<file path="src/rtl/uart_tx_queue.sv">
// uart_tx_queue: byte FIFO and launch controller feeding a Uart8 transmitter.
// Bytes are pushed at up to one per clock. Each byte is popped into txIn and
// offered with txStart, which stays high until the transmitter reports txBusy.
// Ports:
//   clk, rstN           - clock and async active-low reset
//   en                  - launch enable (pushes are never blocked by it)
//   wrEn, wrData        - push strobe and byte
//   clrOverflow         - clears the sticky overflow flag
//   full, empty, count  - FIFO occupancy (count excludes the byte in flight)
//   overflow            - sticky flag, set when a push is dropped
//   startErr            - one-cycle pulse when txBusy never arrived
//   busy                - controller is not idle
//   txStart, txIn       - launch request and byte to Uart8
//   txBusy, txDone      - status from Uart8
module uart_tx_queue #(
  parameter int unsigned DEPTH         = 16,
  parameter int unsigned START_TIMEOUT = 4095
) (
  input  logic                     clk,
  input  logic                     rstN,
  input  logic                     en,
  input  logic                     wrEn,
  input  logic [7:0]               wrData,
  input  logic                     clrOverflow,
  output logic                     full,
  output logic                     empty,
  output logic [$clog2(DEPTH):0]   count,
  output logic                     overflow,
  output logic                     startErr,
  output logic                     busy,
  output logic                     txStart,
  output logic [7:0]               txIn,
  input  logic                     txBusy,
  input  logic                     txDone
);

  localparam int unsigned AW = $clog2(DEPTH);
  localparam int unsigned CW = AW + 1;
  localparam int unsigned TW = $clog2(START_TIMEOUT + 1);

  typedef enum logic [1:0] {
    S_IDLE  = 2'd0,
    S_START = 2'd1,
    S_DRAIN = 2'd2
  } state_e;

  state_e          state_q;
  logic [AW-1:0]   wr_ptr_q;
  logic [AW-1:0]   rd_ptr_q;
  logic [CW-1:0]   count_q;
  logic [CW-1:0]   count_d;
  logic [TW-1:0]   tmo_q;
  logic            ovf_q;
  logic            ovf_d;
  logic            err_q;
  logic            tx_start_q;
  logic [7:0]      tx_in_q;
  logic [7:0]      mem [DEPTH];

  logic            pop_c;
  logic            push_c;
  logic            drop_c;

  // Occupancy decodes straight from the registered count.
  assign full     = (count_q == CW'(DEPTH));
  assign empty    = (count_q == '0);
  assign busy     = (state_q != S_IDLE);
  assign count    = count_q;
  assign overflow = ovf_q;
  assign startErr = err_q;
  assign txStart  = tx_start_q;
  assign txIn     = tx_in_q;

  // A pop frees a slot in the same cycle, so a push at full is accepted then.
  always_comb begin
    pop_c   = 1'b0;
    push_c  = 1'b0;
    drop_c  = 1'b0;
    count_d = count_q;
    ovf_d   = ovf_q;
    pop_c   = (state_q == S_IDLE) && en && !empty && !txBusy;
    push_c  = wrEn && (!full || pop_c);
    drop_c  = wrEn && full && !pop_c;
    count_d = count_q + CW'(push_c) - CW'(pop_c);
    // A drop in the same cycle as a clear keeps the flag set.
    if (drop_c) begin
      ovf_d = 1'b1;
    end else if (clrOverflow) begin
      ovf_d = 1'b0;
    end
  end

  // Storage array; no reset, pointers define what is valid.
  always_ff @(posedge clk) begin
    if (push_c) begin
      mem[wr_ptr_q] <= wrData;
    end
  end

  // Pointers, flags and the launch FSM.
  always_ff @(posedge clk or negedge rstN) begin
    if (!rstN) begin
      state_q    <= S_IDLE;
      wr_ptr_q   <= '0;
      rd_ptr_q   <= '0;
      count_q    <= '0;
      tmo_q      <= '0;
      ovf_q      <= 1'b0;
      err_q      <= 1'b0;
      tx_start_q <= 1'b0;
      tx_in_q    <= 8'h00;
    end else begin
      err_q   <= 1'b0;
      count_q <= count_d;
      ovf_q   <= ovf_d;
      if (push_c) begin
        wr_ptr_q <= wr_ptr_q + AW'(1);
      end
      if (pop_c) begin
        rd_ptr_q <= rd_ptr_q + AW'(1);
        tx_in_q  <= mem[rd_ptr_q];
      end
      case (state_q)
        S_IDLE: begin
          if (pop_c) begin
            state_q    <= S_START;
            tx_start_q <= 1'b1;
            tmo_q      <= '0;
          end
        end
        S_START: begin
          if (txBusy) begin
            state_q    <= S_DRAIN;
            tx_start_q <= 1'b0;
          end else if (tmo_q == TW'(START_TIMEOUT - 1)) begin
            // Transmitter never answered: abandon the byte.
            state_q    <= S_IDLE;
            tx_start_q <= 1'b0;
            err_q      <= 1'b1;
            tmo_q      <= '0;
          end else begin
            tmo_q <= tmo_q + TW'(1);
          end
        end
        S_DRAIN: begin
          if (txDone || !txBusy) begin
            state_q <= S_IDLE;
          end
        end
        default: begin
          state_q    <= S_IDLE;
          tx_start_q <= 1'b0;
        end
      endcase
    end
  end

endmodule

</file>
<file path="config.mk">
export PLATFORM = sky130hd
export DESIGN_NAME = uart_tx_queue
export DESIGN_NICKNAME = d
export VERILOG_FILES = /design/src/rtl/uart_tx_queue.sv
export SDC_FILE = /design/constraint.sdc
export NUM_CORES = 1
export LEC_CHECK = 0
export ABC_AREA = 1
export CAP_MARGIN = 20
export CORE_ASPECT_RATIO = 1.75
export CORE_MARGIN = 8
export CORE_UTILIZATION = 30
export DETAILED_ROUTE_END_ITERATION = 10
export SKIP_LAST_GASP = 1
export SLEW_MARGIN = 40
export SYNTH_ARGS = -nofsm -noshare
export SYNTH_HDL_FRONTEND = slang
export SYNTH_SLANG_ARGS = --single-unit
</file>
<file path="constraint.sdc">
create_clock -name clk -period 3.77 [get_ports clk]
set_input_delay 0.377 -clock clk [delete_from_list [all_inputs] [get_ports clk]]
set_output_delay 0.377 -clock clk [all_outputs]
set_load 0.02 [all_outputs]
</file>
Yosys cells after proc, flatten, opt, wreduce, memory -nomap -nowiden --
Memory sizes are Yosys's and may differ from the RTL's. A register that Yosys moved wholly into a read port is not among the register bits. Index checks and enable logic that the tools add are counted.
Storage, ports and cells: input bits 15, output and inout bits 19, memories kept 1, bits in registers 30, word-level logic and storage cells 64, bits in writable memories 128
Operators by class: add/subtract/negate cells 5, equal/unequal tests 8, muxes and demuxes 20, reduce and logical (&&, ||, !) cells 21, bitwise logic cells 1
Memory list:
- mem | depth 16, width 8, read ports 1, clocked after memory_dff 1, write ports 1, line 58 | logic [7:0] mem [DEPTH];
Operators with widths (count):
- $mux 12 | 3
- $pmux 12 s2 | 1
- $add 12x1->12 const B | 1
- $eq 12x12->1 const B | 1
- $mux 1 | 10
- $reduce_and 3->1 | 3
- $add 4x1->4 const B | 2
- $mux 2 | 4
- $logic_and 1x1->1 | 6
- $ne 2x2->1 const B | 3
- $pmux 2 s3 | 1
- $reduce_bool 2->1 | 3
- $add 5x1->5 | 1
- $eq 5x5->1 const B | 1
- $logic_not 1->1 | 5
- $logic_not 5->1 | 1
- $sub 5x1->5 | 1
- $ne 3x3->1 const B | 1
- $pmux 1 s3 | 1
- $eq 2x1->1 const B | 1
- $eq 2x2->1 const B | 1
- $logic_not 2->1 | 1
- $logic_or 1x1->1 | 2
- $not 1->1 | 1

Depth between registers and ports, before layout --
word-level depth 8, mapped depth 14, gate-level depth less buffers 13

Least setup slack after synthesis --
Ideal clock, no wire load.
path kind reg-to-reg, from register count_q[3] (netlist: count[3]), to register count_q[4] (netlist: count[4]), clock period less this slack 2399 ps, setup time 79 ps, buffers on the path 1, data required time 3691 ps, slack 1371 ps, stages on the path, launching flop included 15, arrival 2320 ps, cells stage by stage dfrtp_1 -> inv_1 -> ha_1 -> nand3_1 -> nor3_2 -> nor2_2 -> buf_6 -> nand2_1 -> nand2_1 -> ha_1 -> fa_1 -> a21oi_1 -> nor2_1 -> nor2_1 -> xor2_1
Between the ends: longest elaborated chain between the ends 8, elaborated cells between the ends (all ways) 10, those cells by class add/sub: 2; eq/ne: 1; reduce/logical: 7
RTL lines:
- start: declaration | line 50 | logic [CW-1:0] count_q;
- start signal: assignment | line 114 | count_q <= count_d;
- $logic_not 5->1 | line 66 | assign empty = (count_q == '0);
- $logic_not 1->1 | line 81 | pop_c = (state_q == S_IDLE) && en && !empty && !txBusy;
- $logic_and 1x1->1 (2 in a row) | line 81
- $logic_or 1x1->1 | line 82 | push_c = wrEn && (!full || pop_c);
- $logic_and 1x1->1 | line 82
- $add 5x1->5 | line 84 | count_d = count_q + CW'(push_c) - CW'(pop_c);
- $sub 5x1->5 * | line 84
- via count_d[4] | line 51 | logic [CW-1:0] count_d;
The timed path passes the listed nets; every way through them passes the cells marked *. A chain may end at the register's enable or synchronous reset.

Final worst setup path --
Same ends and word-level chain as after synthesis.

==> results.txt <==
Status: finished, final reports clean
P&R area growth vs syn: 14.6%
Fin crit share: 72.3%
Postcts setup bufs: 0
Clk Latency, worst-skew pair: 430 ps
DR iter-0 viols: 395
DRT Pass-1 Iters: 6
Crit start category: flip-flop
Distinct cell type count after synthesis: 31
Clock tree buffer depth: 2
Dpl cells: 1,106
Clock skew: 8.30 ps
Num rows: 77
Slew Viols, Final: 0
Share of cells above drive strength 1: 6.46%
CTS tree: yes
Hold EP: mem[12][0]$_DFFE_PP_
CTS HTree Levels: 4
DP Wirelength: 12,700 µm
Final hold vios: 0
Worst vdd ir: 419 µV
Drc violations: 0
I/O Pins: 34
DR WL/cell: 16.1 µm
Critical Path Sink Type: flip-flop
Antenna violations before repair: 0
Reg2Reg Setup Slack: 1040 ps
Endpoints failing setup: 0
Vias in the first global route: 5,203
Fin nets: 838
Setup TNS: 0 ps
Largest family of logic cells by synthesized area: simple AND/OR/NAND/NOR gates
Commonest non-fill, non-tap cell in the layout: nand2_1
I/O Buffers: 33
Worst flop-to-flop path startpoint: count[3]$_DFF_PN0_
Mean post-synth cell area: 9.70 µm²
Min Tclk post-route: 2730 ps
Worst Reg2Reg Path Length in Cells: 13
Post-synth top area share: 50.6%
Root Driver: clkbuf_16
Mapped cell area: 0.00760 mm²
DR vias: 5,106
CP required: 4130 ps
Finished Layout Cells: 1,137
Slew @ Worst Pin: 848 ps
Yosys warning total: 0
Simple-gate share of the synthesized area: 23.1%
Unrepaired setup endpoints after global routing: false
Detail Route Antenna Nets: 0
Global-route wire length before repair: 28,800 µm
F_max: 0.367 GHz
Post-synthesis mux area share: 0%
N_diodes: 0
Die area: 0.0309 mm²
Top cells by area, synth: edfxtp_1, dfrtp_1, nand2_1, nand3_1, inv_1
Biggest area consumer among synthesized cells: edfxtp_1
Power Dens Cells: 706 mW/mm²
Slew headroom: 43.3%
Cts bufs inserted: 17
Vias per cell: 4.49
Hold Path Stages: 1
Core region area: 0.0250 mm²
Xor/xnor share of the synthesized area: 1.14%
Most frequent cells in the layout: nand2_1, edfxtp_1, inv_1, nand3_1, nor2_1
CP arrival: 3080 ps
Post-Syn Instances: 783
Global Route Usage Sum: 12.7%
Die extent in x: 136 µm
Max Cap Violations: 0
Hold wc startpoint: wrData[0]
Post-synthesis compound-gate area fraction: 1.71%
Adder-Cell Fraction of Synth Area: 2.24%
Worst r2r dst: count[4]$_DFF_PN0_
Gr ovfl total: 0
Static leakage: 3.79 nW
CP max FO: 15
Routed wire length: 18,300 µm
Post-synthesis sequential area ratio: 63.1%
Hold Buf Count CTS: 1
Worst-path clk slew: 60 ps
#FFs+latches synth: 166
Clock sinks: 166
Die Ht: 227 µm
Pin count of the biggest net entering global routing: 67
Hold Path Class: in2reg
# resized after CTS: 0
Placer Congestion: 0.894
Initial Util: 30.3%
Synthesized net count: 811
Critical path class: reg2reg
==> layer usage <==
metal	vias up	GRT usage (%)	routed length [µm]
li1	2542	-	-
met1	2397	12.7	6840
met2	129	23.7	10100
met3	38	2.51	691
met4	0	7.08	734
met5	-	0	0
==> cell families after synthesis <==
family | count (synthesis)
fa+ha+maj | 13
compound gates | 25
flops | 166
simple gates | 409
buf+inv | 161
xor+xnor | 9
==> cells in the mapped netlist (all sizes together) <==
library cell	instances
xor2	9
edfxtp	128
nand3	107
or2	2
nand4	4
o21a	1
nor2	41
a21boi	1
o21ai	12
inv	129
a21oi	11
clkinv	2
fa	1
dfrtp	38
nand2	252
buf	28
clkbuf	2
nor3	2
nand3b	1
ha	12
==> critical path, stage by stage (launching register included) <==
cell and delay [ps]:
dfrtp_1 400, inv_1 90, ha_1 180, nand4_1 180
nand2_4 210, inv_1 210, nand2_1 190, nand2_1 80
ha_1 210, fa_1 410, a21oi_1 170, nor2_1 50
nor2_1 120, xor2_1 150
==> sequential cells by signal, summed over array words and instances, names as in the netlist <==
signal / count
count: 5
mem: 128
overflow: 1
rd_ptr_q: 4
startErr: 1
state_q: 2
tmo_q: 12
txIn: 8
txStart: 1
wr_ptr_q: 4
==> worst max-delay path by stage <==
stage	startpoint	endpoint	cells past startpoint
final	count[3]$_DFF_PN0_	count[4]$_DFF_PN0_	13
after global routing	count[3]$_DFF_PN0_	count[4]$_DFF_PN0_	13
after CTS	count[3]$_DFF_PN0_	count[4]$_DFF_PN0_	13
after detailed placement	txBusy	count[4]$_DFF_PN0_	14
after global placement	txBusy	count[4]$_DFF_PN0_	14
after floorplan	count[3]$_DFF_PN0_	count[4]$_DFF_PN0_	14
==> final cells by class <==
class | count | area [µm²]
repair buffers | 38 | 343
well taps | 316 | 395
flip-flops and latches | 166 | 4800
multi-input cells | 456 | 2140
clock buffers | 18 | 429
clock inverters | 12 | 106
fillers | 2563 | 16300
inverters | 131 | 494
==> power breakdown <==
part           switching, mW  leakage, nW  internal [mW]  total [mW]
sequential             0.162         1.64           2.24        2.40
clock                  0.704        0.256          0.899        1.60
combinational           1.47         1.89          0.675        2.15
total                   2.34         3.79           3.81        6.15
==> stage by stage <==
stage,hold WS (ps),utilization (%),setup WS [ps],area (µm²),power [mW]
floorplan,81.4,-,1370,7600,3.87
global placement,470,32.7,798,8180,4.59
detailed placement,388,32.6,788,8170,4.59
CTS,410,34.8,990,8720,6.20
global route,415,34.8,793,8710,6.52
finish,419,34.8,1040,8710,6.15
Note: power is estimated with default switching activity, not from simulation.
